File: src/rtl/uart_tx_sched_pkg.sv
// Shared types, sizes and checksum helper for the UART message scheduler.
// UART_TX_SCHED_CHECKSUM_EN adds a fifth XOR checksum byte to each message.
package uart_tx_sched_pkg;

    typedef enum logic [2:0] {
        IDLE,
        WRITE,
        WAIT_START,
        WAIT_DONE,
        GAP,
        DONE
    } sched_state_t;

    localparam int MSG_BYTES = 4;

`ifdef UART_TX_SCHED_CHECKSUM_EN
    localparam int TX_BYTES = MSG_BYTES + 1;
`else
    localparam int TX_BYTES = MSG_BYTES;
`endif

    localparam int BIDX_W  = $clog2(TX_BYTES);
    localparam int SHIFT_W = 8 * TX_BYTES;

    localparam logic [BIDX_W-1:0] LAST_IDX =
        BIDX_W'(TX_BYTES - 1);

    function automatic logic [7:0] msg_checksum(
        input logic [31:0] msg
    );
        return msg[7:0] ^ msg[15:8]
             ^ msg[23:16] ^ msg[31:24];
    endfunction

endpackage

File: src/rtl/uart_tx_msg_scheduler_if.sv
// Byte handshake between the message scheduler and the UART transmitter.
// master drives the byte strobe, slave reports busy.
interface uart_tx_msg_scheduler_if;

    logic       Tx_EN;
    logic       Tx_WR;
    logic [7:0] Tx_DATA;
    logic       Tx_BUSY;

    modport master (
        output Tx_EN,
        output Tx_WR,
        output Tx_DATA,
        input  Tx_BUSY
    );

    modport slave (
        input  Tx_EN,
        input  Tx_WR,
        input  Tx_DATA,
        output Tx_BUSY
    );

endinterface

File: src/rtl/tx_rr_arbiter.sv
// Two-input round-robin arbiter; the requester not granted last wins a tie.
// Purely combinational, the caller owns the last_grant register.
module tx_rr_arbiter (
    input  logic req0,
    input  logic req1,
    input  logic last_grant,
    output logic gnt_valid,
    output logic gnt_id
);

    always_comb begin
        gnt_valid = req0 | req1;
        gnt_id    = 1'b0;
        unique case (1'b1)
            req0 & req1:  gnt_id = ~last_grant;
            req1 & ~req0: gnt_id = 1'b1;
            default:      gnt_id = 1'b0;
        endcase
    end

endmodule

File: src/rtl/uart_tx_msg_scheduler.sv
// Round-robin scheduler feeding 4-byte messages into a UART transmitter.
// Define UART_TX_SCHED_CHECKSUM_EN to append an XOR checksum byte.
module uart_tx_msg_scheduler
    import uart_tx_sched_pkg::*;
#(
    parameter int GAP_CYCLES    = 16,
    parameter int START_TIMEOUT = 1024
) (
    input  logic        Clk,
    input  logic        reset,
    input  logic        req0,
    input  logic        req1,
    input  logic [31:0] msg0,
    input  logic [31:0] msg1,
    output logic        ack0,
    output logic        ack1,
    uart_tx_msg_scheduler_if.master tx,
    output logic        sched_busy,
    output logic        grant_id,
    output logic        timeout_err
);

    localparam int WAIT_W = $clog2(START_TIMEOUT + 1);
    localparam int GAP_W  =
        (GAP_CYCLES > 0) ? $clog2(GAP_CYCLES + 1) : 1;

    localparam logic [WAIT_W-1:0] WAIT_LAST =
        WAIT_W'(START_TIMEOUT - 1);
    localparam logic [GAP_W-1:0] GAP_LAST =
        GAP_W'((GAP_CYCLES > 0) ? GAP_CYCLES - 1 : 0);

    sched_state_t        state_q, state_d;
    logic                last_grant_q;
    logic                grant_q;
    logic                abort_q;
    logic [BIDX_W-1:0]   byte_idx_q;
    logic [WAIT_W-1:0]   wait_cnt_q;
    logic [GAP_W-1:0]    gap_cnt_q;
    logic [SHIFT_W-1:0]  shift_q;
    logic [7:0]          data_q;

    logic                gnt_valid;
    logic                gnt_id;
    logic [31:0]         msg_sel;
    logic [SHIFT_W-1:0]  msg_ext;

    logic                grant_load;
    logic                next_byte;
    logic                idx_inc;
    logic                abort_set;

    tx_rr_arbiter u_arb (
        .req0       (req0),
        .req1       (req1),
        .last_grant (last_grant_q),
        .gnt_valid  (gnt_valid),
        .gnt_id     (gnt_id)
    );

    assign msg_sel = gnt_id ? msg1 : msg0;

`ifdef UART_TX_SCHED_CHECKSUM_EN
    assign msg_ext = {msg_checksum(msg_sel), msg_sel};
`else
    assign msg_ext = msg_sel;
`endif

    always_comb begin
        state_d    = state_q;
        grant_load = 1'b0;
        next_byte  = 1'b0;
        idx_inc    = 1'b0;
        abort_set  = 1'b0;
        unique case (state_q)
            IDLE: begin
                if (gnt_valid) begin
                    state_d    = WRITE;
                    grant_load = 1'b1;
                end
            end
            WRITE: state_d = WAIT_START;
            WAIT_START: begin
                // a busy already high here counts as the start
                if (tx.Tx_BUSY) begin
                    state_d = WAIT_DONE;
                end else if (wait_cnt_q == WAIT_LAST) begin
                    state_d   = DONE;
                    abort_set = 1'b1;
                end
            end
            WAIT_DONE: begin
                if (!tx.Tx_BUSY) begin
                    if (byte_idx_q == LAST_IDX) begin
                        state_d = DONE;
                    end else begin
                        idx_inc = 1'b1;
                        if (GAP_CYCLES == 0) begin
                            state_d   = WRITE;
                            next_byte = 1'b1;
                        end else begin
                            state_d = GAP;
                        end
                    end
                end
            end
            GAP: begin
                if (gap_cnt_q == GAP_LAST) begin
                    state_d   = WRITE;
                    next_byte = 1'b1;
                end
            end
            DONE:    state_d = IDLE;
            default: state_d = IDLE;
        endcase
    end

    always_ff @(posedge Clk or posedge reset) begin
        if (reset) begin
            state_q      <= IDLE;
            last_grant_q <= 1'b1;
            grant_q      <= 1'b0;
            abort_q      <= 1'b0;
            byte_idx_q   <= '0;
            wait_cnt_q   <= '0;
            gap_cnt_q    <= '0;
            shift_q      <= '0;
            data_q       <= '0;
        end else begin
            state_q <= state_d;

            if (grant_load) begin
                grant_q    <= gnt_id;
                shift_q    <= msg_ext;
                data_q     <= msg_sel[7:0];
                byte_idx_q <= '0;
                abort_q    <= 1'b0;
            end

            // Tx_DATA only changes on entry to WRITE
            if (next_byte) begin
                shift_q <= shift_q >> 8;
                data_q  <= shift_q[15:8];
            end

            if (idx_inc)
                byte_idx_q <= byte_idx_q + 1'b1;

            if (state_q == WRITE)
                wait_cnt_q <= '0;
            else if (state_q == WAIT_START &&
                     wait_cnt_q != WAIT_LAST)
                wait_cnt_q <= wait_cnt_q + 1'b1;

            if (idx_inc)
                gap_cnt_q <= '0;
            else if (state_q == GAP &&
                     gap_cnt_q != GAP_LAST)
                gap_cnt_q <= gap_cnt_q + 1'b1;

            if (abort_set)
                abort_q <= 1'b1;

            if (state_q == DONE)
                last_grant_q <= grant_q;
        end
    end

    assign tx.Tx_EN     = (state_q != IDLE);
    assign tx.Tx_WR     = (state_q == WRITE);
    assign tx.Tx_DATA   = (state_q == IDLE) ? 8'h00 : data_q;
    assign sched_busy   = (state_q != IDLE);
    assign grant_id     = (state_q != IDLE) & grant_q;
    assign ack0         = (state_q == DONE) & ~grant_q;
    assign ack1         = (state_q == DONE) & grant_q;
    assign timeout_err  = (state_q == DONE) & abort_q;

endmodule

File: src/flat_wrapper.sv
// flat-port wrapper written by rule: the top's interface ports become plain ports
module uart_tx_msg_scheduler_flat import uart_tx_sched_pkg::*;
#(
    parameter int GAP_CYCLES    = 16,
    parameter int START_TIMEOUT = 1024
)
  (Clk, reset, req0, req1, msg0, msg1, ack0, ack1, sched_busy, grant_id, timeout_err, tx_Tx_EN, tx_Tx_WR, tx_Tx_DATA, tx_Tx_BUSY);
  uart_tx_msg_scheduler_if tx_i ();
  input  logic Clk;
  input  logic reset;
  input  logic req0;
  input  logic req1;
  input  logic [31:0] msg0;
  input  logic [31:0] msg1;
  output logic ack0;
  output logic ack1;
  output logic sched_busy;
  output logic grant_id;
  output logic timeout_err;
  output wire logic [$bits(tx_i.Tx_EN)-1:0] tx_Tx_EN;
  output wire logic [$bits(tx_i.Tx_WR)-1:0] tx_Tx_WR;
  output wire logic [$bits(tx_i.Tx_DATA)-1:0] tx_Tx_DATA;
  input wire logic [$bits(tx_i.Tx_BUSY)-1:0] tx_Tx_BUSY;
  assign tx_Tx_EN = tx_i.Tx_EN;
  assign tx_Tx_WR = tx_i.Tx_WR;
  assign tx_Tx_DATA = tx_i.Tx_DATA;
  assign tx_i.Tx_BUSY = tx_Tx_BUSY;
  uart_tx_msg_scheduler #(.GAP_CYCLES(GAP_CYCLES), .START_TIMEOUT(START_TIMEOUT)) u_core (.Clk(Clk), .reset(reset), .req0(req0), .req1(req1), .msg0(msg0), .msg1(msg1), .ack0(ack0), .ack1(ack1), .tx(tx_i), .sched_busy(sched_busy), .grant_id(grant_id), .timeout_err(timeout_err));
endmodule
File: config.mk
export PLATFORM = sky130hd
export DESIGN_NAME = uart_tx_msg_scheduler_flat
export DESIGN_NICKNAME = d
export VERILOG_FILES = /design/src/rtl/uart_tx_sched_pkg.sv /design/src/rtl/uart_tx_msg_scheduler_if.sv /design/src/rtl/tx_rr_arbiter.sv /design/src/rtl/uart_tx_msg_scheduler.sv /design/src/flat_wrapper.sv
export SDC_FILE = /design/constraint.sdc
export NUM_CORES = 1
export LEC_CHECK = 0
export ABC_AREA = 0
export CAP_MARGIN = 15
export CORE_AREA = 10 10 95 97
export CTS_CLUSTER_SIZE = 12
export DETAILED_ROUTE_END_ITERATION = 12
export DIE_AREA = 0 0 105 107
export MAX_ROUTING_LAYER = met4
export PLACE_DENSITY_LB_ADDON = 0.25
export SYNTH_ARGS = -nofsm -noshare
export SYNTH_HDL_FRONTEND = slang
export SYNTH_SLANG_ARGS = --single-unit
export TNS_END_PERCENT = 5
File: constraint.sdc
create_clock -name Clk -period 1.78 [get_ports Clk]
set_input_delay 0.356 -clock Clk [delete_from_list [all_inputs] [get_ports Clk]]
set_output_delay 0.356 -clock Clk [all_outputs]
set_load 0.005 [all_outputs]
==> results of run 1 <==
==> cells in the final DEF, fill, tap and decap left out, drive strengths merged, types with 2 or more instances in the layout <==
cell type and instances:
clkdlybuf4s50 68, nand2 57, dfrtp 55, buf 41, a21oi 30, a221o 24
nor2 16, clkbuf 12, nor2b 11, mux2i 9, and3 9, o2bb2ai 8
nand3 6, nor3 6, o21ai 5, inv 5, o31ai 4, xnor2 4
ha 4, a211oi 3, clkdlybuf4s15 3, a21o 2, nand4 2, xor2 2
nor3b 2, or4 2
==> through the flow <==
step           hold WS [ns]  TNS [ns]  cells  worst slack [ns]
3_3_place_gp         0.4705    -9.116    499           -0.3959
4_1_cts              0.4169   -0.4163    515          -0.07678
2_1_floorplan        0.4550         0    311          0.007590
3_5_place_dp         0.4740    -10.76    499           -0.4699
6_report             0.4141   -0.1326    515          -0.04020
5_1_grt              0.4421    -2.118    515           -0.1195
==> path summary, 6_finish.rpt <==
path / start / to / slack (ns) / depth (start not counted)
min in group Clk: u_core.shift_q[31] / u_core.shift_q[31] / 0.50 / 1
worst max register to register: u_core.state_q[1] / u_core.wait_cnt_q[6] / -0.03 / 5
worst max-delay path: u_core.state_q[1] / ack0 / -0.04 / 5
worst min register to register: u_core.shift_q[31] / u_core.shift_q[31] / 0.50 / 1
worst min-delay path: reset / u_core.shift_q[21] / 0.41 / 3
max in group asynchronous: reset / u_core.last_grant_q / 1.08 / 3
==> critical path, delay by kind of cell, from the launching register on <==
kind / cells / cell delay [ns]
flops: 1 / 0.45
buf+inv: 2 / 0.37
simple gates: 3 / 0.35
==> sequential cells by signal (all words and copies together) (netlist names) <==
name                 count
u_core.state_q           3
u_core.wait_cnt_q       11
u_core.byte_idx_q        2
u_core.abort_q           1
u_core.shift_q          32
u_core.gap_cnt_q         5
u_core.grant_q           1
u_core.last_grant_q      1
==> report_power, final <==
group	switching, mW	leakage [nW]	internal [mW]
clock network	0.403	0.0552	0.418
logic	1.19	1.16	1.44
registers	0.334	0.720	1.75
==> routing by layer <==
metal	GRT usage (%)	wire, µm	up-vias
li1	-	-	1348
met1	19.10	3858	1306
met2	23.88	4197	70
met3	2.874	355	4
met4	4.510	82	0
met5	-	0	-
==> cells by family after synthesis <==
family                     after synthesis
muxes                                    9
and+or+nand+nor                        121
AOI/OAI and AO/OA                       88
xor gates and xnor gates                 6
adders and majority gates                4
DFF                                     56
buffers and inverters                   27
==> timing repair <==
item | 4_1_cts | 5_1_grt
gates resized for setup | 49 | 15
hold buffers | 0 | 0
pin swaps | 1 | 4
setup buffers | 8 | 1
endpoints found under the hold margin | 0 | 0
endpoints found under the setup margin | 41 | 46
==> final cells by class <==
| type | count | area [µm²] | area share (%) |
|---|---|---|---|
| Sequential cell | 56 | 1404 | 32.28 |
| Inverter | 5 | 18.77 | 0.4315 |
| Clock inverter | 2 | 35.03 | 0.8055 |
| Tap cell | 99 | 123.9 | 2.848 |
| Timing Repair Buffer | 119 | 1141 | 26.24 |
| Clock buffer | 6 | 72.57 | 1.669 |
| Multi-Input combinational cell | 228 | 1554 | 35.73 |
==> results.json, run 1 <==
{
  "async_reset_ff_share_pct": 100.0,
  "worst_ep_required_time_ns": 1.42,
  "synthesis.nets": 384,
  "final.setup.worst_slack_ns": -0.04020,
  "tightest_slew_ns": 0.6865,
  "drc": 0,
  "slowest_stage": "dfrtp_1",
  "power_mw": 5.523,
  "yosys_warnings": 0,
  "status": "finished, violations left",
  "synth-simple-area-share_pct": 20.47,
  "vias_per_cell": 5.297,
  "powerDensity_nw_per_um2": 1270,
  "relSlewSlack_pct": 54.12,
  "areaGrowthSynthToFinish_pct": 45.20,
  "grt_max_degree": 57,
  "fin_util_pct": 60.94,
  "drt-initial-drc-count": 113,
  "violations": "negative setup slack",
  "core_area_um2": 7137,
  "critPathLaunchType": "flop",
  "synth.most_common_cell": "nand2_1",
  "cp_max_fo": 4,
  "synth_seq_cells": 56,
  "critPathKind": "flop to output port",
  "crit_chain": "buf_6 -> nor2b_4 -> nand2_1 -> nor2_2 -> clkdlybuf4s15_2",
  "synth_top_cells_by_count": "57 x nand2_1, 55 x dfrtp_1, 29 x a21oi_1",
  "n_antenna_cell": 0,
  "fin_nets": 488,
  "worstPathArrival_ns": 1.46,
  "drt-pass1-iter-count": 4,
  "synthXorXnorAreaFrac_pct": 1.754,
  "slew_viol_final": 0,
  "hp-class": "input pin to asynchronous set/reset pin",
  "synth_top_area_share_pct": 45.95,
  "cts_made_buffers": 5,
  "synth_top_family_by_area": "compound AO/OA/AOI/OAI gates",
  "ant_nets": 0,
  "clkTransAtPathRegs_ns": 0.10,
  "vias": 2728,
  "nFillCells": 631,
  "dieArea_um2": 11240,
  "syn_inst": 311,
  "routabilityCongestion": 0.8180,
  "wl_mm": 8.493,
  "dp_hpwl_mm": 6.166,
  "rsz0062_at_grt": "yes",
  "skew_ns": 0.004329,
  "syn-cell-area_um2": 2995,
  "clk_path_buf_depth": 2,
  "track_usage_pct": 15.04,
  "die_width_um": 105,
  "gr-total-overflow": 0,
  "ioPinCount": 84,
  "worstSetupEndpointType": "output port",
  "drive_gt1_share_pct": 20.43,
  "die_y_um": 107,
  "setup_violations": 11,
  "worst_ir_drop_vdd_uv": 465.7,
  "max_stage_delay_ns": 0.45,
  "cts_tree": "built",
  "htreeDepth": 2,
  "start_util_pct": 41.97,
  "clock_sinks": 56,
  "routedWlPerCell_um": 16.49,
  "hold_viol_final": 0,
  "antenna_found_initial": 0,
  "p_leak_nw": 1.936,
  "root_buffer": "clkbuf_8",
  "synth_flop_cell": "dfrtp_1",
  "synth-compound-area-share_pct": 22.22,
  "portBuffers": 83,
  "synth.mux.area_fraction_pct": 3.008,
  "ys_seq_area_share_pct": 46.83,
  "syn_area_per_cell_um2": 9.631,
  "post-route-period-util_pct": 102.3,
  "synth.distinct_cells": 55,
  "place_area_um2": 4173,
  "grt_pass1_vias": 2760,
  "yosysTopAreaCell": "dfrtp_1",
  "synth_fa_ha_area_share_pct": 1.671,
  "grt_pass1_wl_mm": 13.65,
  "synth.area.top_cells": "dfrtp_1 46%, a221o_1 8.0%, nand2_1 7.1%",
  "cap_violations": 0,
  "clock_latency_ns": 0.30,
  "synth-edff-count": 0,
  "rows": 31,
  "fmaxAchievable_mhz": 549.4,
  "design_area_um2": 4349,
  "fin_crit_ns": 1.820
}
(Power assumes the default switching activity.)
==> run 2: changes to the inputs <==
Settings changed: CTS_CLUSTER_SIZE 12 to 14, PLACE_DENSITY from default to 0.74, PLACE_DENSITY_LB_ADDON 0.25 to default.
==> results.json, run 2 (synthesized netlist as in run 1, its figures left out) <==
{
  "skew_ns": 0.01166,
  "final_cell_mix": "68 x clkdlybuf4s50_1, 57 x nand2_1, 54 x dfrtp_1, 34 x buf_4, 29 x a21oi_1",
  "vias_per_cell": 5.378,
  "cp_max_fo": 4,
  "slowest_stage": "dfrtp_1",
  "design_area_um2": 4449,
  "final_cells": 526,
  "r2r_cells": 8,
  "wl_mm": 8.963,
  "dp_hpwl_mm": 6.501,
  "critPathKind": "flop to flop",
  "violations": "negative setup slack",
  "clkTransAtPathRegs_ns": 0.10,
  "fmaxAchievable_mhz": 543.2,
  "drc": 0,
  "gr-total-overflow": 0,
  "fin_util_pct": 62.34,
  "worst-path-buf-inv": 1,
  "final_common_cell": "clkdlybuf4s50_1",
  "place_area_um2": 4213,
  "crit_chain": "ha_2 -> and3_4 -> ha_4 -> nor4b_4 -> buf_4 -> nand4_1 -> xor2_1 -> nor2_1",
  "worst_ir_drop_vdd_uv": 552.9,
  "status": "finished, violations left",
  "fin_crit_ns": 1.841,
  "setup_tns_ns": -1.060,
  "dp_cells": 505,
  "grt_pass1_wl_mm": 14.43,
  "slew_viol_final": 0,
  "dieArea_um2": 11240,
  "power_mw": 5.726,
  "hold_buffers": 0,
  "n_antenna_cell": 0,
  "critPathLaunchType": "flop",
  "root_buffer": "clkbuf_8",
  "cts_tree": "built",
  "setup_violations": 34,
  "fin_nets": 499,
  "rows": 31,
  "antenna_found_initial": 0,
  "ant_nets": 0,
  "grt_max_degree": 33,
  "final.setup.worst_slack_ns": -0.06082,
  "p_leak_nw": 1.990,
  "routedWlPerCell_um": 17.04,
  "start_util_pct": 41.97,
  "worstPathArrival_ns": 2.05,
  "clock_latency_ns": 0.32,
  "rsz0062_at_grt": "yes",
  "worstSetupEndpointType": "flop",
  "dpl_worst_slack_ns": -0.07938,
  "cts_made_buffers": 5,
  "drive_gt1_share_pct": 23.19,
  "areaGrowthSynthToFinish_pct": 48.54,
  "routabilityCongestion": 0.8167,
  "ioPinCount": 84,
  "relSlewSlack_pct": 69.85,
  "drt-pass1-iter-count": 4,
  "cap_violations": 0,
  "core_area_um2": 7137,
  "critical-path-top-delay-family": "simple AND/OR/NAND/NOR gates",
  "cp_num_cells": 8,
  "largest_reg_flops": 32,
  "reg_top3": "u_core.shift_q x32, u_core.wait_cnt_q x11, u_core.gap_cnt_q x5",
  "powerDensity_nw_per_um2": 1287,
  "vias": 2829,
  "tightest_slew_ns": 0.4488,
  "htreeDepth": 2,
  "max_flop_register": "u_core.shift_q",
  "clk_path_buf_depth": 2,
  "post-route-period-util_pct": 103.4,
  "track_usage_pct": 15.71,
  "max_stage_delay_ns": 0.40,
  "die_width_um": 105,
  "die_y_um": 107,
  "clock_sinks": 56,
  "grt_pass1_vias": 2895,
  "portBuffers": 83,
  "r2r_slack_ns": -0.06,
  "drt-initial-drc-count": 153,
  "timing.hold.ws_ns": 0.2990,
  "hp-class": "input pin to asynchronous set/reset pin",
  "hold_viol_final": 0,
  "worst_ep_required_time_ns": 1.98
}
[run 2: final cells by class]
| class | count | area [µm²] |
|---|---|---|
| fillers | 614 | 2688 |
| multi-input cells | 228 | 1569 |
| flip-flops and latches | 56 | 1404 |
| repair buffers | 130 | 1219 |
| well taps | 99 | 123.9 |
| clock buffers | 5 | 68.82 |
| clock inverters | 3 | 46.29 |
| inverters | 5 | 18.77 |
[run 2: path summary, 6_finish.rpt]
kind,from,to
worst max-delay path,u_core.gap_cnt_q[1],u_core.gap_cnt_q[3]
worst min-delay path,reset,u_core.shift_q[28]
worst max register to register,u_core.gap_cnt_q[1],u_core.gap_cnt_q[3]
worst min register to register,u_core.shift_q[24],u_core.shift_q[24]
max in group asynchronous,reset,u_core.last_grant_q
min in group Clk,u_core.shift_q[24],u_core.shift_q[24]
[run 2: metal layers]
metal	share of wire, %	wire [µm]	global-route usage [%]
met1	45	4072	19.88
met4	1.6	145	5.196
met3	3.4	303	2.455
met5	0	0	-
met2	50	4441	25.22
[run 2: worst reg2reg max path, cell delays in order (launching register included)]
cell and delay (ns):
dfrtp_1 0.40, ha_2 0.19, and3_4 0.18, ha_4 0.16
nor4b_4 0.29, buf_4 0.18, nand4_1 0.11, xor2_1 0.16
nor2_1 0.05
[run 2: power by group]
group | leakage [nW] | internal [mW] | switching [mW]
Clock | 0.0548 | 0.425 | 0.448
Combinational | 1.21 | 1.51 | 1.25
Sequential | 0.720 | 1.75 | 0.352
[run 2: repair_timing]
item,CTS,global route
endpoints found under the setup margin,18,46
gates resized for setup,48,22
gates cloned,1,0
setup buffers,6,6
pin swaps,4,4
